--- config.mk ---
export PLATFORM = sky130hd
export DESIGN_NAME = host_ack_depacketizer
export DESIGN_NICKNAME = d
export VERILOG_FILES = /design/src/rtl/host_ack_pkg.sv /design/src/rtl/host_ack_depacketizer_satcnt.sv /design/src/rtl/host_ack_depacketizer.sv
export SDC_FILE = /design/constraint.sdc
export NUM_CORES = 1
export LEC_CHECK = 0
export ABC_AREA = 0
export BUFFER_PORTS_ARGS = -buffer_cell sky130_fd_sc_hd__clkbuf_2
export CAP_MARGIN = 10
export CORE_MARGIN = 2
export CORE_UTILIZATION = 50
export CTS_CLUSTER_DIAMETER = 200
export DETAILED_ROUTE_END_ITERATION = 12
export PLACE_DENSITY_LB_ADDON = 0.08
export SETUP_SLACK_MARGIN = 0.1
export SLEW_MARGIN = 10
export SYNTH_ARGS = -nofsm -noshare
export SYNTH_HDL_FRONTEND = slang
export SYNTH_SLANG_ARGS = --single-unit
--- constraint.sdc ---
create_clock -name clk -period 6.7 [get_ports clk]
set_clock_uncertainty 0.15 [all_clocks]
set_input_delay 0.335 -clock clk [delete_from_list [all_inputs] [get_ports clk]]
set_output_delay 0.335 -clock clk [all_outputs]
set_load 0.01 [all_outputs]
--- src/rtl/host_ack_pkg.sv ---
// Shared RVVI receive-frame definitions: beat indices, parser states and the
// minimal core-config view needed by the packetizer, depacketizer and triggergen.
package host_ack_pkg;

    // Only the XLEN field of the core configuration is consumed by these blocks.
    typedef struct packed {
        int unsigned XLEN;
    } cvw_t;

    // Beats 0..HDR_BEATS-1 carry MACs, EtherType and tag; payload starts after.
    localparam logic [3:0] HDR_BEATS    = 4'd5;
    localparam logic [3:0] PAYLOAD_BASE = 4'd5;

    typedef enum logic [1:0] {HDR, PAYLOAD, TAIL, DROP} rxparse_state_t;

    // Beats needed to carry a full frame: IPD plus one or two Minstr words.
    function automatic logic [3:0] rx_nbeats(input int unsigned xlen);
        return (xlen == 64) ? 4'd8 : 4'd7;
    endfunction

endpackage

--- src/rtl/host_ack_depacketizer_satcnt.sv ---
// Saturating up-counter used for the good/dropped frame statistics.
module satcnt #(
    parameter int CNT_WIDTH = 16
) (
    input  logic                 clk,
    input  logic                 rst,
    input  logic                 inc_i,
    output logic [CNT_WIDTH-1:0] count_o
);

    logic [CNT_WIDTH-1:0] count_q;

    // Count up on each increment request, holding once all ones is reached.
    always_ff @(posedge clk or posedge rst) begin
        if (rst) begin
            count_q <= '0;
        end else if (inc_i && !(&count_q)) begin
            count_q <= count_q + 1'b1;
        end
    end

    assign count_o = count_q;

endmodule

--- src/rtl/host_ack_depacketizer.sv ---
// Host acknowledge frame parser on the MAC RX stream. Header words are matched
// against a parameter-derived table; payload is captured in shadow registers
// and only published (with a Valid pulse) once the frame is known to be good.
module host_ack_depacketizer
    import host_ack_pkg::*;
#(
    parameter cvw_t        P         = '{XLEN: 64},
    parameter logic [47:0] DST_MAC   = 48'h8F54_0000_1654,
    parameter logic [47:0] SRC_MAC   = 48'h4502_1111_6843,
    parameter logic [15:0] ETH_TYPE  = 16'h005c,
    parameter logic [31:0] TAG       = 32'h6e6b_6361,
    parameter int          CNT_WIDTH = 16
) (
    input  logic                 clk,
    input  logic                 reset,
    input  logic [31:0]          RvviAxiRdata,
    input  logic [3:0]           RvviAxiRstrb,
    input  logic                 RvviAxiRlast,
    input  logic                 RvviAxiRvalid,
    output logic                 Valid,
    output logic [P.XLEN-1:0]    Minstr,
    output logic [31:0]          InterPacketDelay,
    output logic [CNT_WIDTH-1:0] GoodFrames,
    output logic [CNT_WIDTH-1:0] DroppedFrames
);

    localparam logic [3:0] NBEATS    = rx_nbeats(P.XLEN);
    localparam logic [3:0] LAST_BEAT = NBEATS - 4'd1;

    localparam logic [31:0] HDR_TBL [5] = '{
        DST_MAC[31:0],
        {SRC_MAC[15:0], DST_MAC[47:32]},
        SRC_MAC[47:16],
        {TAG[15:0], ETH_TYPE},
        {16'h0, TAG[31:16]}
    };

    rxparse_state_t state_q, state_d;
    logic [3:0]     beat_q, beat_d;
    logic [31:0]    ipd_sh_q, ipd_sh_d;
    logic [63:0]    min_sh_q, min_sh_d;
    logic [31:0]    ipd_q;
    logic [63:0]    minstr_q;
    logic           valid_q;
    logic           good_d, drop_d;
    logic [31:0]    hdr_exp;
    logic           strb_full, hdr_ok;

    // Expected header word for the current beat; the tag's upper beat only
    // carries 16 meaningful bits, so only its low half and low strobes matter.
    always_comb begin
        hdr_exp = '0;
        if (beat_q < HDR_BEATS) begin
            hdr_exp = HDR_TBL[beat_q[2:0]];
        end
        strb_full = (RvviAxiRstrb == 4'hF);
        if (beat_q == HDR_BEATS - 4'd1) begin
            hdr_ok = (RvviAxiRstrb[1:0] == 2'b11) && (RvviAxiRdata[15:0] == hdr_exp[15:0]);
        end else begin
            hdr_ok = strb_full && (RvviAxiRdata == hdr_exp);
        end
    end

    // Parser next state, beat counting, payload capture and frame verdict.
    always_comb begin
        state_d  = state_q;
        beat_d   = beat_q;
        ipd_sh_d = ipd_sh_q;
        min_sh_d = min_sh_q;
        good_d   = 1'b0;
        drop_d   = 1'b0;
        if (RvviAxiRvalid) begin
            if (beat_q != NBEATS) begin
                beat_d = beat_q + 4'd1;
            end
            unique case (state_q)
                HDR: begin
                    if (!hdr_ok) begin
                        state_d = DROP;
                    end else if (beat_q == HDR_BEATS - 4'd1) begin
                        state_d = PAYLOAD;
                    end
                end
                PAYLOAD: begin
                    if (!strb_full) begin
                        state_d = DROP;
                    end else begin
                        if (beat_q == PAYLOAD_BASE) begin
                            ipd_sh_d = RvviAxiRdata;
                        end else if (beat_q == PAYLOAD_BASE + 4'd1) begin
                            min_sh_d[31:0] = RvviAxiRdata;
                        end else begin
                            min_sh_d[63:32] = RvviAxiRdata;
                        end
                        if (beat_q == LAST_BEAT) begin
                            state_d = TAIL;
                        end
                    end
                end
                TAIL, DROP: begin
                end
            endcase
            // A frame is good exactly when its last beat leaves us in TAIL,
            // which also covers Rlast landing on the final payload beat.
            if (RvviAxiRlast) begin
                good_d  = (state_d == TAIL);
                drop_d  = (state_d != TAIL);
                state_d = HDR;
                beat_d  = '0;
            end
        end
    end

    // Parser state, beat counter and shadow payload registers.
    always_ff @(posedge clk or posedge reset) begin
        if (reset) begin
            state_q  <= HDR;
            beat_q   <= '0;
            ipd_sh_q <= '0;
            min_sh_q <= '0;
        end else begin
            state_q  <= state_d;
            beat_q   <= beat_d;
            ipd_sh_q <= ipd_sh_d;
            min_sh_q <= min_sh_d;
        end
    end

    // Publish the shadow payload (including a same-cycle final beat) on a good frame.
    always_ff @(posedge clk or posedge reset) begin
        if (reset) begin
            valid_q  <= 1'b0;
            ipd_q    <= '0;
            minstr_q <= '0;
        end else begin
            valid_q <= good_d;
            if (good_d) begin
                ipd_q    <= ipd_sh_d;
                minstr_q <= min_sh_d;
            end
        end
    end

    satcnt #(.CNT_WIDTH(CNT_WIDTH)) u_good_cnt (
        .clk     (clk),
        .rst     (reset),
        .inc_i   (good_d),
        .count_o (GoodFrames)
    );

    satcnt #(.CNT_WIDTH(CNT_WIDTH)) u_drop_cnt (
        .clk     (clk),
        .rst     (reset),
        .inc_i   (drop_d),
        .count_o (DroppedFrames)
    );

    assign Valid            = valid_q;
    assign Minstr           = minstr_q[P.XLEN-1:0];
    assign InterPacketDelay = ipd_q;

endmodule
# [Word-level counts from Yosys, hierarchy flattened]
# Memories as Yosys holds them, arrays and structs flattened.
# Cells that the tools add are included.
[totals] ff_bits=231 mem_bits_ro=256 output_inout_bits=129 word_cells=66 mem_count=1
[op_classes] add_sub_neg=3 order_cmp=2 eq_ne=12 muxes=27 bitwise_logic=1 n_reduce_logical=11
[memory_table] name="(no name shown)" words=8 width=32 rd=1 rd_ports_with_merged_regs=0 wr=0 line_no="host_ack_depacketizer.sv:54" text="hdr_exp = HDR_TBL[beat_q[2:0]];"
[op_table] cell="32-bit 2-to-1 mux" n=9
[op_table] cell="64-bit 2-to-1 mux" n=4
[op_table] cell="16-bit by 1-bit adder with 16-bit output (second input constant)" n=2
[op_table] cell="32-bit equality test" n=1
[op_table] cell="16-bit AND reduction" n=2
[op_table] cell="16-bit equality test" n=1
[op_table] cell="4-bit by 3-bit equality test with 1-bit output (second input constant)" n=4
[op_table] cell="2-bit 2-to-1 mux" n=6
[op_table] cell="4-bit 2-to-1 mux" n=2
[op_table] cell="1-bit 2-to-1 mux" n=5
[op_table] cell="4-bit by 1-bit adder with 4-bit output (second input constant)" n=1
[op_table] cell="2-bit equality test (second input constant)" n=2
[op_table] cell="4-bit equality test (second input constant)" n=1
[op_table] cell="4-bit >= comparator (second input constant)" n=1
[op_table] cell="1-bit logical AND" n=4
[op_table] cell="4-bit by 3-bit < comparator with 1-bit output (second input constant)" n=1
[op_table] cell="4-bit inequality test (second input constant)" n=1
[op_table] cell="3-bit NOT with 4-bit output" n=1
[op_table] cell="2-bit case mux with 2 select lines" n=1
[op_table] cell="2-bit by 1-bit equality test with 1-bit output (second input constant)" n=1
[op_table] cell="1-bit logical NOT" n=2
[op_table] cell="2-bit logical NOT" n=1
[op_table] cell="2-bit inequality test (second input constant)" n=1
[op_table] cell="2-bit AND reduction" n=1
[op_table] cell="2-bit nonzero test" n=1

# [Logic depth before layout (Yosys ltp)]
[depth] depth_word=15 mapped_depth=12 depth_no_buf=8

# [Hierarchy]
# From an unflattened synthesis, not the netlist that was laid out.
[hier_totals] hier_cells=683 hier_area_um2=10029.6
[modules_own_cells] mod="host_ack_depacketizer" instances=1 cells_per_inst=537 area_each_um2=8433.1 seq_area_each_um2=4979.8
[modules_own_cells] mod="satcnt" instances=2 cells_per_inst=73 area_each_um2=798.3 seq_area_each_um2=400.4

# [Worst setup path after synthesis]
# OpenSTA, ideal clock, no wires.
[synth_timing] path_type="reg2reg" startpoint="reg beat_q[0]" endpoint="reg u_drop_cnt.count_q[9] (netlist: u_drop_cnt.count_o[9])" setup_ps=79 arrival_ps=2222 required_ps=6471 slack_ps=4249 stages_incl_launch_ff=9 path_buffers=1 period_less_slack_ps=2451 path_cell_list="dfrtp_1 ha_1 buf_2 and4bb_1 a311oi_1 o31ai_2 or3_1 nor2_1 xor2_1"
[synth_via] elab_chain_len=15 word_cells_on_any_way=23
[synth_rtl] element="start, declared" line_no="host_ack_depacketizer.sv:39" text="logic [3:0] beat_q, beat_d;"
[synth_rtl] element="start signal, assigned" line_no="host_ack_depacketizer.sv:123" text="beat_q <= beat_d;"
[synth_rtl] element="3-bit NOT with 4-bit output (not written as such)" line_no="host_ack_depacketizer.sv:54"
[synth_rtl] element="memory read 8 x 32 bit"
[synth_rtl] element="32-bit 2-to-1 mux (not written as such) (2 in series)" line_no="host_ack_depacketizer.sv:54"
[synth_rtl] element="32-bit 2-to-1 mux" line_no="host_ack_depacketizer.sv:53" text="if (beat_q < HDR_BEATS) begin"
[synth_rtl] element="32-bit equality test / 16-bit equality test (equally long branches)" line_no="host_ack_depacketizer.sv:60, host_ack_depacketizer.sv:58"
[synth_rtl] element="1-bit logical AND, on equally long branches" line_no="host_ack_depacketizer.sv:60, host_ack_depacketizer.sv:58"
[synth_rtl] element="1-bit 2-to-1 mux" line_no="host_ack_depacketizer.sv:57" text="if (beat_q == HDR_BEATS - 4'd1) begin"
[synth_rtl] element="2-bit 2-to-1 mux" line_no="host_ack_depacketizer.sv:78" text="if (!hdr_ok) begin"
[synth_rtl] element="2-bit case mux with 2 select lines *" line_no="host_ack_depacketizer.sv:76" text="unique case (state_q)"
[synth_rtl] element="2-bit 2-to-1 mux *" line_no="host_ack_depacketizer.sv:72" text="if (RvviAxiRvalid) begin"
[synth_rtl] element="2-bit inequality test *" line_no="host_ack_depacketizer.sv:107" text="drop_d = (state_d != TAIL);"
[synth_rtl] element="1-bit 2-to-1 mux *" line_no="host_ack_depacketizer.sv:105" text="if (RvviAxiRlast) begin"
[synth_rtl] element="1-bit 2-to-1 mux *" line_no="host_ack_depacketizer.sv:72"
[synth_rtl] element="1-bit logical AND *" line_no="host_ack_depacketizer_satcnt.sv:17" text="end else if (inc_i && !(&count_q)) begin"
[synth_rtl] element="end signal, assigned" line_no="host_ack_depacketizer_satcnt.sv:18" text="count_q <= count_q + 1'b1;"
[synth_rtl] element="end, declared" line_no="host_ack_depacketizer_satcnt.sv:11" text="logic [CNT_WIDTH-1:0] count_q;"
# Every way passes the cells marked *; elsewhere a longest branch is shown, timed or not. The select of a mux whose other input is x is not followed.
# A chain may end at the register's enable or synchronous reset.

# [Final worst setup path]
[layout_timing] startpoint="reg beat_q[0]" endpoint="reg ipd_q[31] (netlist: InterPacketDelay[31])"
[layout_via] elab_chain_len=14 word_cells_on_any_way=27
[layout_rtl] element="3-bit NOT with 4-bit output (not written as such)" line_no="host_ack_depacketizer.sv:54"
[layout_rtl] element="memory read 8 x 32 bit"
[layout_rtl] element="32-bit 2-to-1 mux (not written as such) (2 in series)" line_no="host_ack_depacketizer.sv:54"
[layout_rtl] element="32-bit 2-to-1 mux" line_no="host_ack_depacketizer.sv:53"
[layout_rtl] element="32-bit equality test / 16-bit equality test (equally long branches)" line_no="host_ack_depacketizer.sv:60, host_ack_depacketizer.sv:58"
[layout_rtl] element="1-bit logical AND, on equally long branches" line_no="host_ack_depacketizer.sv:60, host_ack_depacketizer.sv:58"
[layout_rtl] element="1-bit 2-to-1 mux" line_no="host_ack_depacketizer.sv:57"
[layout_rtl] element="2-bit 2-to-1 mux" line_no="host_ack_depacketizer.sv:78"
[layout_rtl] element="2-bit case mux with 2 select lines" line_no="host_ack_depacketizer.sv:76"
[layout_rtl] element="2-bit 2-to-1 mux" line_no="host_ack_depacketizer.sv:72"
[layout_rtl] element="2-bit equality test" line_no="host_ack_depacketizer.sv:106" text="good_d = (state_d == TAIL);"
[layout_rtl] element="1-bit 2-to-1 mux" line_no="host_ack_depacketizer.sv:105"
[layout_rtl] element="1-bit 2-to-1 mux" line_no="host_ack_depacketizer.sv:72"
[layout_rtl] element="end signal, assigned" line_no="host_ack_depacketizer.sv:138" text="ipd_q <= ipd_sh_d;"
[layout_rtl] element="end, declared" line_no="host_ack_depacketizer.sv:42" text="logic [31:0] ipd_q;"
# Several ways; a longest one is shown, not always the timed one. The select of a mux whose other input is x is not followed.

==> metrics.csv <==
stage,metric,value,unit
sta,max_freq,0.2900,GHz
yosys,synth_top_area_share,59.61,%
final_layout,diodes,0,
sta,tightestPinTransition,0.9474,ns
yosys,ys_seq_area_share,59.61,%
yosys,syn_inst,896,
hold_path,whs_path_depth,2,
power,p_leak,6.134,nW
route,vias_per_cell,5.092,
route,drc,0,
final_layout,nNetsFinal,1110,
final_layout,final_cell_area,11560,um^2
yosys,synth-seq-cells,231,
sta,slew_viol_final,0,
floorplan,row_count,50,
clock_tree,cts_hold_buf,4,
hold_path,hp-class,input port to flip-flop,
route,vias,6818,
yosys,synthArstFlopShare,100.0,%
placement,gp_congestion,0.8776,
sta,min_period,3.449,ns
yosys,synth.distinct_cells,55,
setup_path,crit_cells,8,
yosys,yosysTopAreaCell,dfrtp_1,
global_routing,grt_max_degree,164,
setup_path,crit_slowest_cell,or2_4,
final_layout,regArea,5781,um^2
floorplan,die-area,20520,um^2
sta,slew_headroom,36.77,%
setup_path,critical_path_buf_inv_count,2,
sta,final.period_utilization,51.47,%
placement,port_buffers,168,
clock_tree,clock-sinks,231,
clock_tree,h-tree-depth,1,
setup_path,ff2ff_path_depth,8,
clock_tree,postCtsSetupBuffers,0,
setup_path,required,6.95,ns
final_layout,fillCellCount,1628,
clock_tree,clockRootBuffer,clkbuf_16,
route,drt_iter0_drc,304,
flow_run,drv_cap,0,
setup_path,reg2reg_slack,3.25,ns
route,finalWirelength,21.56,mm
setup_path,critPathKind,flip-flop to flip-flop,
setup_path,cp-end-kind,flip-flop,
floorplan,initial_core_util,51.32,%
global_routing,grt_pass1_vias,6650,
setup_path,critical_path_arrival,3.69,ns
global_routing,grt_use_total,21.58,%
placement,dpl-instance-area,10740,um^2
route,wl_per_cell,16.10,um
setup_path,crit_top_cell,nor2_1,
global_routing,grt.overflow.total,0,
setup_path,cp_max_fo,53,
placement,dpl.hpwl,14.07,mm
clock_tree,path_clk_slew,0.06,ns
sta,hold_slack,0.01868,ns
placement,dp_cells,1290,
sta,grt_setup_unrepaired,no,
power,vdd_drop_max,0.0001784,V
global_routing,grt_pass1_wl,35.02,mm
yosys,netlist_area,9697,um^2
final_layout,fin_cells,1339,
yosys,synthFlopType,dfrtp_1,
floorplan,die_h,143.3,um
floorplan,die_x,143.3,um
final_layout,multi_input_area,3666,um^2
power,power.density,304.6,nW/um^2
sta,hold_viol,0,
route,drt_pass1_iterations,4,
clock_tree,cts_tree,built,
clock_tree,numCtsBuffers,25,
clock_tree,post_cts_resized,0,
clock_tree,clock_latency,0.50,ns
final_layout,drive_gt1_share,29.29,%
floorplan,core_area,18890,um^2
yosys,yosys-top-cells-area,"dfrtp_1 60%, mux2_2 10%, nand2_1 8.4%",
final_layout,area_delta_synth_final,19.24,%
setup_path,slowest_delay,0.55,ns
yosys,ys_warn_count,0,
global_routing,antenna_found_initial,0,
sta,finalSetupTns,0,ns
floorplan,ios,169,
clock_tree,ctsLongestPathBuffers,3,
yosys,synth.avg_cell_area,10.82,um^2
yosys,synth_commonest_cells,"231 x dfrtp_1, 218 x nand2_1, 129 x nor2_1, 88 x mux2_2, 20 x xnor2_1",
yosys,yosysMostFrequentCell,dfrtp_1,
route,ant_nets,0,
yosys,syn-num-nets,945,
yosys,synth_edf_count,0,
sta,finalSetupViolations,0,
setup_path,critPathTopFamily,simple AND/OR/NAND/NOR gates,
outcome,run_status,"complete, no violations",
setup_path,path_cells,ha_1 -> and4bb_1 -> a31oi_1 -> or2_4 -> clkinv_2 -> buf_4 -> nor2_1 -> nor2_1,
setup_path,start_kind,flip-flop,
kinds of logic after synthesis:
group / after synthesis / share of synthesized area, %
mux: 99 / 11.48
xor+xnor: 39 / 3.523
flops: 231 / 59.61
compound gates: 43 / 3.097
buf+inv: 57 / 2.684
fa+ha+maj: 9 / 1.161
simple gates: 418 / 18.44
worst register-to-register path: stages, from the launching register on:
cell and delay [ns]:
dfrtp_1 0.51, ha_1 0.36, and4bb_1 0.26, a31oi_1 0.21
or2_4 0.55, clkinv_2 0.53, buf_4 0.46, nor2_1 0.24
nor2_1 0.06
flip-flops by register name, summed over array words and instances (netlist names):
| signal | count |
|---|---|
| beat_q | 4 |
| InterPacketDelay | 32 |
| state_q | 2 |
| u_good_cnt.count_o | 16 |
| ipd_sh_q | 32 |
| min_sh_q | 64 |
| Minstr | 64 |
| u_drop_cnt.count_o | 16 |
| Valid | 1 |
worst paths after layout:
| check | startpoint | to |
|---|---|---|
| max | beat_q[0]$_DFFE_PP0P_ | InterPacketDelay[31]$_DFFE_PP0P_ |
| min | RvviAxiRdata[7] | ipd_sh_q[7]$_DFF_PP0_ |
| max reg2reg | beat_q[0]$_DFFE_PP0P_ | InterPacketDelay[31]$_DFFE_PP0P_ |
| min reg2reg | Minstr[56]$_DFFE_PP0P_ | Minstr[56]$_DFFE_PP0P_ |
| max in group asynchronous | reset | InterPacketDelay[30]$_DFFE_PP0P_ |
| min in group asynchronous | reset | Minstr[43]$_DFFE_PP0P_ |
cell usage in the layout, fill, tap and decap left out, drive strengths merged, types with 6 or more instances in the layout:
master  count
nand3      10
xnor2      20
ha          9
nor4        6
inv        15
o21ai      18
buf         6
nand2     218
nor3       10
clkbuf    206
nor2      129
xor2       19
mux2       98
dfrtp     231
clkinv      8
a21oi       7
nand4      12
per-layer routing:
metal / wire (um) / vias up / track usage (%)
met4: 295 / 0 / 5.057
met5: 0 / - / 0
li1: - / 3287 / -
met3: 1045 / 22 / 3.353
met2: 9787 / 163 / 34.20
met1: 10430 / 3346 / 31.57
final cells by class:
| type | count | share of cell area, % |
|---|---|---|
| Clock buffer | 38 | 6.439 |
| Clock inverter | 7 | 0.3355 |
| Inverter | 17 | 0.5952 |
| Multi-Input combinational cell | 608 | 31.71 |
| Sequential cell | 231 | 49.99 |
| Tap cell | 260 | 2.814 |
| Timing Repair Buffer | 178 | 8.116 |
metrics by stage:
stage | power [mW] | setup WS (ns) | utilization (%)
after global routing | 3.706 | 2.931 | 61.20
after global placement | 2.247 | 3.309 | 56.84
after detailed placement | 2.260 | 3.250 | 56.84
final | 3.522 | 3.251 | 61.20
after CTS | 3.560 | 3.198 | 61.20
after floorplan | 2.014 | 3.193 | -
where the power goes:
| part | internal (mW) | leakage [nW] | total, mW | switching [mW] |
|---|---|---|---|---|
| Sequential | 1.56 | 3.08 | 1.68 | 0.117 |
| Clock | 0.763 | 0.393 | 1.29 | 0.531 |
| Combinational | 0.230 | 2.66 | 0.548 | 0.318 |
| Total | 2.56 | 6.13 | 3.52 | 0.966 |
Note: power is estimated with default switching activity, not from simulation.
